<file path="config.mk">
export PLATFORM = sky130hd
export DESIGN_NAME = comb_inverse
export DESIGN_NICKNAME = d
export VERILOG_FILES = /design/src/rtl/comb_inverse.sv
export SDC_FILE = /design/constraint.sdc
export NUM_CORES = 1
export LEC_CHECK = 0
export BUFFER_PORTS_ARGS = -buffer_cell sky130_fd_sc_hd__buf_4
export CORE_UTILIZATION = 60
export DETAILED_ROUTE_END_ITERATION = 8
export GPL_TIMING_DRIVEN = 0
export PLACE_DENSITY = 0.83
export SYNTH_ARGS = -nofsm -noshare
export SYNTH_HDL_FRONTEND = slang
export SYNTH_SLANG_ARGS = --single-unit
</file>
<file path="constraint.sdc">
create_clock -name clock -period 7.13 [get_ports clock]
set_input_delay 0.3565 -clock clock [delete_from_list [all_inputs] [get_ports clock]]
set_output_delay 0.3565 -clock clock [all_outputs]
set_load 0.05 [all_outputs]
</file>
<file path="src/rtl/comb_inverse.sv">
// comb_inverse: FIR inverse of a feedback comb on I/Q, out = y[n] + y[n-D] - (y[n-D] >>> S),
// with a primed delay line and saturation to the sample width.
module comb_inverse #(
    parameter int BIT_WIDTH  = 16,
    parameter int DELAY_LOG2 = 3,
    parameter int FB_SHIFT   = 3
) (
    input  logic                        clock,
    input  logic                        reset,
    input  logic                        strobe_in,
    input  logic signed [BIT_WIDTH-1:0] i_in,
    input  logic signed [BIT_WIDTH-1:0] q_in,
    output logic                        strobe_out,
    output logic signed [BIT_WIDTH-1:0] i_out,
    output logic signed [BIT_WIDTH-1:0] q_out,
    output logic                        primed
);
    localparam int D = 1 << DELAY_LOG2;

    logic signed [BIT_WIDTH-1:0] r_ram_i [D];
    logic signed [BIT_WIDTH-1:0] r_ram_q [D];
    logic [DELAY_LOG2-1:0]       r_ptr;
    logic [DELAY_LOG2:0]         r_cnt;
    logic signed [BIT_WIDTH-1:0] w_di;
    logic signed [BIT_WIDTH-1:0] w_dq;

    function automatic logic signed [BIT_WIDTH-1:0] equalize(
        input logic signed [BIT_WIDTH-1:0] y,
        input logic signed [BIT_WIDTH-1:0] d
    );
        logic signed [BIT_WIDTH+1:0] s;
        s = (BIT_WIDTH+2)'(y) + (BIT_WIDTH+2)'(d) - ((BIT_WIDTH+2)'(d) >>> FB_SHIFT);
        return (s[BIT_WIDTH+1:BIT_WIDTH-1] == '0 || s[BIT_WIDTH+1:BIT_WIDTH-1] == '1)
            ? s[BIT_WIDTH-1:0]
            : {s[BIT_WIDTH+1], {(BIT_WIDTH-1){~s[BIT_WIDTH+1]}}};
    endfunction

    // The counter saturates at D, so its MSB alone marks a full delay line.
    assign primed = r_cnt[DELAY_LOG2];
    assign w_di   = primed ? r_ram_i[r_ptr] : '0;
    assign w_dq   = primed ? r_ram_q[r_ptr] : '0;

    always_ff @(posedge clock) begin
        if (strobe_in) begin
            r_ram_i[r_ptr] <= i_in;
            r_ram_q[r_ptr] <= q_in;
        end
    end

    always_ff @(posedge clock or posedge reset) begin
        if (reset) begin
            strobe_out <= 1'b0;
            i_out      <= '0;
            q_out      <= '0;
            r_ptr      <= '0;
            r_cnt      <= '0;
        end else begin
            strobe_out <= strobe_in;
            if (strobe_in) begin
                r_ptr <= r_ptr + 1'b1;
                r_cnt <= primed ? r_cnt : r_cnt + 1'b1;
                i_out <= equalize(i_in, w_di);
                q_out <= equalize(q_in, w_dq);
            end
        end
    end
endmodule

</file>
Yosys cells after proc, flatten, opt, wreduce, memory -nomap -nowiden
Memory sizes are Yosys's and may differ from the RTL's.
Cells that the tools add are included.
Widths: inputs -> output; s select.
- add/sub/neg operators: 6
- multipliers: 0
- div/mod/pow operators: 0
- order comparisons: 0
- eq/ne operators: 2
- shift-type cells: 0
- multiplexer cells: 7
- bitwise logic cells: 3
- reduce and logical (&&, ||, !) cells: 5
- operators by type and width (operator ; number):
    $mux 16 ; 4
    $sub 17x13->18 ; 2
    $add 16x16->17 ; 2
    $eq 3x3->1 const B ; 2
    $logic_not 3->1 ; 2
    $add 4x1->4 const B ; 1
    $mux 4 ; 1
    $add 3x1->3 const B ; 1
    $not 1->1 ; 3
    $logic_or 1x1->1 ; 2
    $mux 1 ; 2
    $reduce_and 2->1 ; 1
- bits in registers: 40
- bits in latches: 0
- RAM bits: 256
- ROM bits: 0
- output and inout bits: 34
- memories: 2
- memory list (name ; words ; width ; rd ports ; clocked after Yosys merged registers in ; write ports ; RTL line ; source):
    r_ram_i ; 8 ; 16 ; 1 ; 0 ; 1 ; 20 ; logic signed [BIT_WIDTH-1:0] r_ram_i [D];
    r_ram_q ; 8 ; 16 ; 1 ; 0 ; 1 ; 21 ; logic signed [BIT_WIDTH-1:0] r_ram_q [D];

Longest topological paths before layout
An unclocked memory read counts as a cell.
- word-level depth: 7
- depth in mapped cells: 19
- gate-level depth less buffers: 15

Worst setup path before layout
Ideal clock, no wire load.
- path kind: register to register
- from: reg r_ptr[0]
- to: reg i_out[0]
- setup time: 0.123 ns
- arrival time: 4.486 ns
- data required time: 7.007 ns
- slack: 2.522 ns
- cell stages (with the launch flop): 17
- path buffers: 3
- path through: dfrtp_1 buf_2 buf_1 mux4_2 mux2_2 nand2_1 fa_1 ha_1 a21oi_1 nor2b_1 a311o_1 a31o_4 o21a_1 a21oi_2 o21ai_4 buf_6 o221a_1
- longest elaborated chain between the ends: 7
- elaborated cells on any way between the ends: 9
- classes of those cells: add/sub: 2; eq/ne: 1; mux: 2; bitwise: 1; reduce/logical: 2; memory: 1
- ends and longest elaborated chain (element ; RTL line ; source):
    start, declared ; 22 ; logic [DELAY_LOG2-1:0] r_ptr;
    start signal, assigned ; 60 ; r_ptr <= r_ptr + 1'b1;
    $mem_v2 8x16 * ; -- ;
    $mux 16 * ; 40 ; assign w_di = primed ? r_ram_i[r_ptr] : '0;
    $add 16x16->17 ; 32 ; s = (BIT_WIDTH+2)'(y) + (BIT_WIDTH+2)'(d) - ((BIT_WIDTH+2)'(d) >>> FB_SHIFT);
    $sub 17x13->18 * ; 32 ;
    $eq 3x3->1 / $logic_not 3->1 (equally long branches) ; 33 ; return (s[BIT_WIDTH+1:BIT_WIDTH-1] == '0 || s[BIT_WIDTH+1:BIT_WIDTH-1] == '1)
    $logic_or 1x1->1 ; 33 ;
    $mux 16 * ; 34 ; ? s[BIT_WIDTH-1:0]
    end signal, assigned ; 62 ; i_out <= equalize(i_in, w_di);
    end, declared ; 14 ; output logic signed [BIT_WIDTH-1:0] i_out,
Every way passes the cells marked *; elsewhere a longest branch is shown, timed or not.
A chain may end at the register's enable or synchronous reset.

Worst setup path after layout
- from: reg r_ptr[2]
- to: reg q_out[10]
- longest elaborated chain between the ends: 7
- elaborated cells on any way between the ends: 9
- classes of those cells: add/sub: 2; eq/ne: 1; mux: 2; bitwise: 1; reduce/logical: 2; memory: 1
- ends and longest elaborated chain (element ; RTL line ; source):
    $mem_v2 8x16 * ; -- ;
    $mux 16 * ; 41 ; assign w_dq = primed ? r_ram_q[r_ptr] : '0;
    $add 16x16->17 ; 32 ;
    $sub 17x13->18 * ; 32 ;
    $eq 3x3->1 / $logic_not 3->1 (equally long branches) ; 33 ;
    $logic_or 1x1->1 ; 33 ;
    $mux 16 * ; 34 ;
    end signal, assigned ; 63 ; q_out <= equalize(q_in, w_dq);
    end, declared ; 15 ; output logic signed [BIT_WIDTH-1:0] q_out,
Marks and branches as above.

==> key figures <==
Route
  – Iteration-0 DRC Markers: between 700 and 800
  – Number of vias per cell: roughly 6
  – DR WL/cell: between 20 and 25 um
  – Antenna-violating nets left: 0
  – Drt drc: 0
  – Routed via count: around 8,500
  – Number of detailed-route iterations in the first pass: 5
  – Final WL: around 32,000 um

Global route
  – Initial antenna violation count: 1
  – Grt ovf: 0
  – First-pass GRT wire length: ~48,000 um
  – Vias in the first global route: 8,481
  – GRT Total Usage: 26.6%
  – Largest net degree at the start of global routing: 30

Die
  – Die Area: roughly 0.025 sq mm
  – Core area: 0.0235 sq mm
  – Io pins: 69
  – Die width: approximately 160 um
  – Cell row count: 56
  – Height of the die: between 150 and 200 um
  – Initial core utilization: 61.2%

Synthesis
  – Post-synth net total: 1,060
  – Leading cell type by number of instances after synthesis: edfxtp_1
  – Synth async-reset ratio: about 14%
  – Post-synthesis cell count: 953
  – Syn Std Cell Area: roughly 0.014 sq mm
  – Seq cells post-synth: between 200 and 300
  – Ys Warns: 0
  – Synth cell types: 70
  – Yosys top cell by area: edfxtp_1
  – Syn Area/Cell: roughly 15 sq um
  – Commonest cells post-synth: 256 x edfxtp_1, 116 x inv_1, 76 x nand2_1
  – Synth area leaders: edfxtp_1 53%, mux4_2 10%, dfrtp_1 6.9%, fa_1 4.2%, ha_1 3.6%
  – Post-synth top area share: 53.4%
  – Post-synth EDFFs: 256
  – Register area share after synthesis: 60.3%
  – Ys flop type: edfxtp_1

Critical path
  – Required time worst endpoint: 7560 ps
  – Worst Setup End Kind: flip-flop
  – CP Max Fanout: 10
  – CP Launch Type: flip-flop
  – Crit path DAT: between 6000 and 7000 ps
  – WS Path Type: reg2reg

Placement
  – GP Congestion: just under 0.9
  – Hpwl dp: roughly 22,000 um
  – Buffers on Ports: between 60 and 70
  – Post-place setup slack: approximately 1500 ps

Clock tree
  – CTS max path bufs: 3
  – Num Clock Sinks: 296
  – Post-CTS sizing: 0
  – CTS tree: built
  – Clock transition at path regs: about 60 ps
  – Clk_lat worst skew: around 550 ps
  – Root buf cell: clkbuf_16
  – H-tree depth: 1
  – CTS buffer count: 29

STA
  – Skew final: around 24 ps
  – Hold slack final: 51.1 ps
  – Fin crit share: between 80% and 90%
  – Fin Setup TNS: 0 ps
  – Final WS setup: around 1400 ps
  – Slew Limit Fails: 0
  – Least-Margin Pin Slew: 1090 ps
  – Peak Freq: approximately 170 MHz
  – Setup-failing EPs final: 0
  – Tmin final: roughly 5800 ps
  – Slew Limit Headroom: a little over a quarter
  – Endpoints failing hold: 0
  – RSZ-0062 raised after global routing: no

Worst hold path
  – Worst min path class: in2reg

Job
  – Max-cap violations: 0

Layout
  – Area Growth Syn to Fin: 14.2%
  – Number of fill cells: ~1,500
  – Share of cells above drive strength 1: between 20% and 30%
  – Nets: ~1,200

Run status
  – Outcome: complete, no violations
==> cells by family (layout without fill, tap and decap cells) <==
family / after synthesis / count (layout) / synth area share [%]
adder cells (fa/ha/maj): 72 / 72 / 7.82
other: 0 / 1 / 0
flip-flops: 296 / 296 / 60.3
buffers and inverters: 154 / 286 / 4.23
XOR/XNOR: 32 / 32 / 1.95
AO/OA/AOI/OAI: 144 / 144 / 7.99
multiplexers: 101 / 101 / 12.9
AND/OR/NAND/NOR: 154 / 154 / 4.83
==> state kept, by name (all words and copies together) (netlist names) <==
signal	flops
r_cnt	4
q_out	16
i_out	16
r_ram_q	128
r_ptr	3
r_ram_i	128
strobe_out	1
==> per-stage QoR <==
step / cell area, sq um / cells / utilization [%]
global placement: 15300 / 1340 / 65.0
detailed placement: 15600 / 1353 / 66.1
global route: 16500 / 1405 / 69.9
floorplan: 14400 / 953 / -
finish: 16500 / 1405 / 69.9
CTS: 16400 / 1404 / 69.9
==> final timing paths <==
| check | start | to | slack, ps | cells after the start |
|---|---|---|---|---|
| setup / recovery | r_ptr[2] | q_out[10] | 1370 | 17 |
| hold / removal | i_in[8] | r_ram_i[7][8] | 50 | 1 |
| setup reg to reg | r_ptr[2] | q_out[10] | 1370 | 17 |
| hold reg to reg | r_cnt[2] | r_cnt[2] | 490 | 1 |
| max in group asynchronous | reset | i_out[9] | 6330 | 4 |
| min in group asynchronous | reset | q_out[12] | 320 | 3 |
==> layout by cell type (no fill, tap or decap), types with 13 or more instances in the layout <==
cell	count
mux2_2	33
nor2_1	20
nor3_1	13
edfxtp_1	256
xnor2_1	20
buf_4	71
fa_1	30
nand2_1	76
a21oi_1	45
ha_1	42
clkbuf_1	29
inv_1	115
dfrtp_1	40
mux4_2	64
o221a_1	14
clkbuf_16	29
==> area by class of cell <==
cell class | instances | area [sq um] | area share (%)
clock buffers | 38 | 759 | 4.62
well taps | 319 | 399 | 2.43
flip-flops and latches | 296 | 8690 | 52.8
clock inverters | 12 | 106 | 0.646
diodes | 1 | 2.50 | 0.0152
plain buffers | 38 | 174 | 1.06
inverters | 116 | 435 | 2.65
multi-input cells | 503 | 5160 | 31.4
repair buffers | 82 | 724 | 4.40
==> metal layers <==
metal  part of all wire (%)  routed length, um  track usage (%)  up-vias
li1                       -                  -                -     3788
met1                     40              12800             36.0     4286
met2                     50              15900             45.5      381
met3                    7.3               2300             3.88       50
met4                    2.0                646             6.96        0
met5                      0                  0                0        -
==> what timing repair did <==
action	in CTS	in global routing
setup buffers	0	0
hold endpoints to repair	11	0
hold buffers	1	0
setup endpoints to repair	0	0
==> critical path, cell delays in order (launching register included) <==
cell and delay [ps]:
dfrtp_1 320, clkbuf_1 300, clkbuf_1 580, clkbuf_1 680, mux4_2 420, mux2_2 290, nand2_1 160, fa_1 450
ha_1 370, nand2_1 130, o31ai_1 440, a311oi_1 160, mux2i_1 190, nand3_2 210, a21boi_1 210, a221oi_2 410
buf_6 240, a22oi_2 90
Power is left out: the tool's default activity adds up to more than one toggle a clock period on the data nets, which glitch-free logic cannot reach.
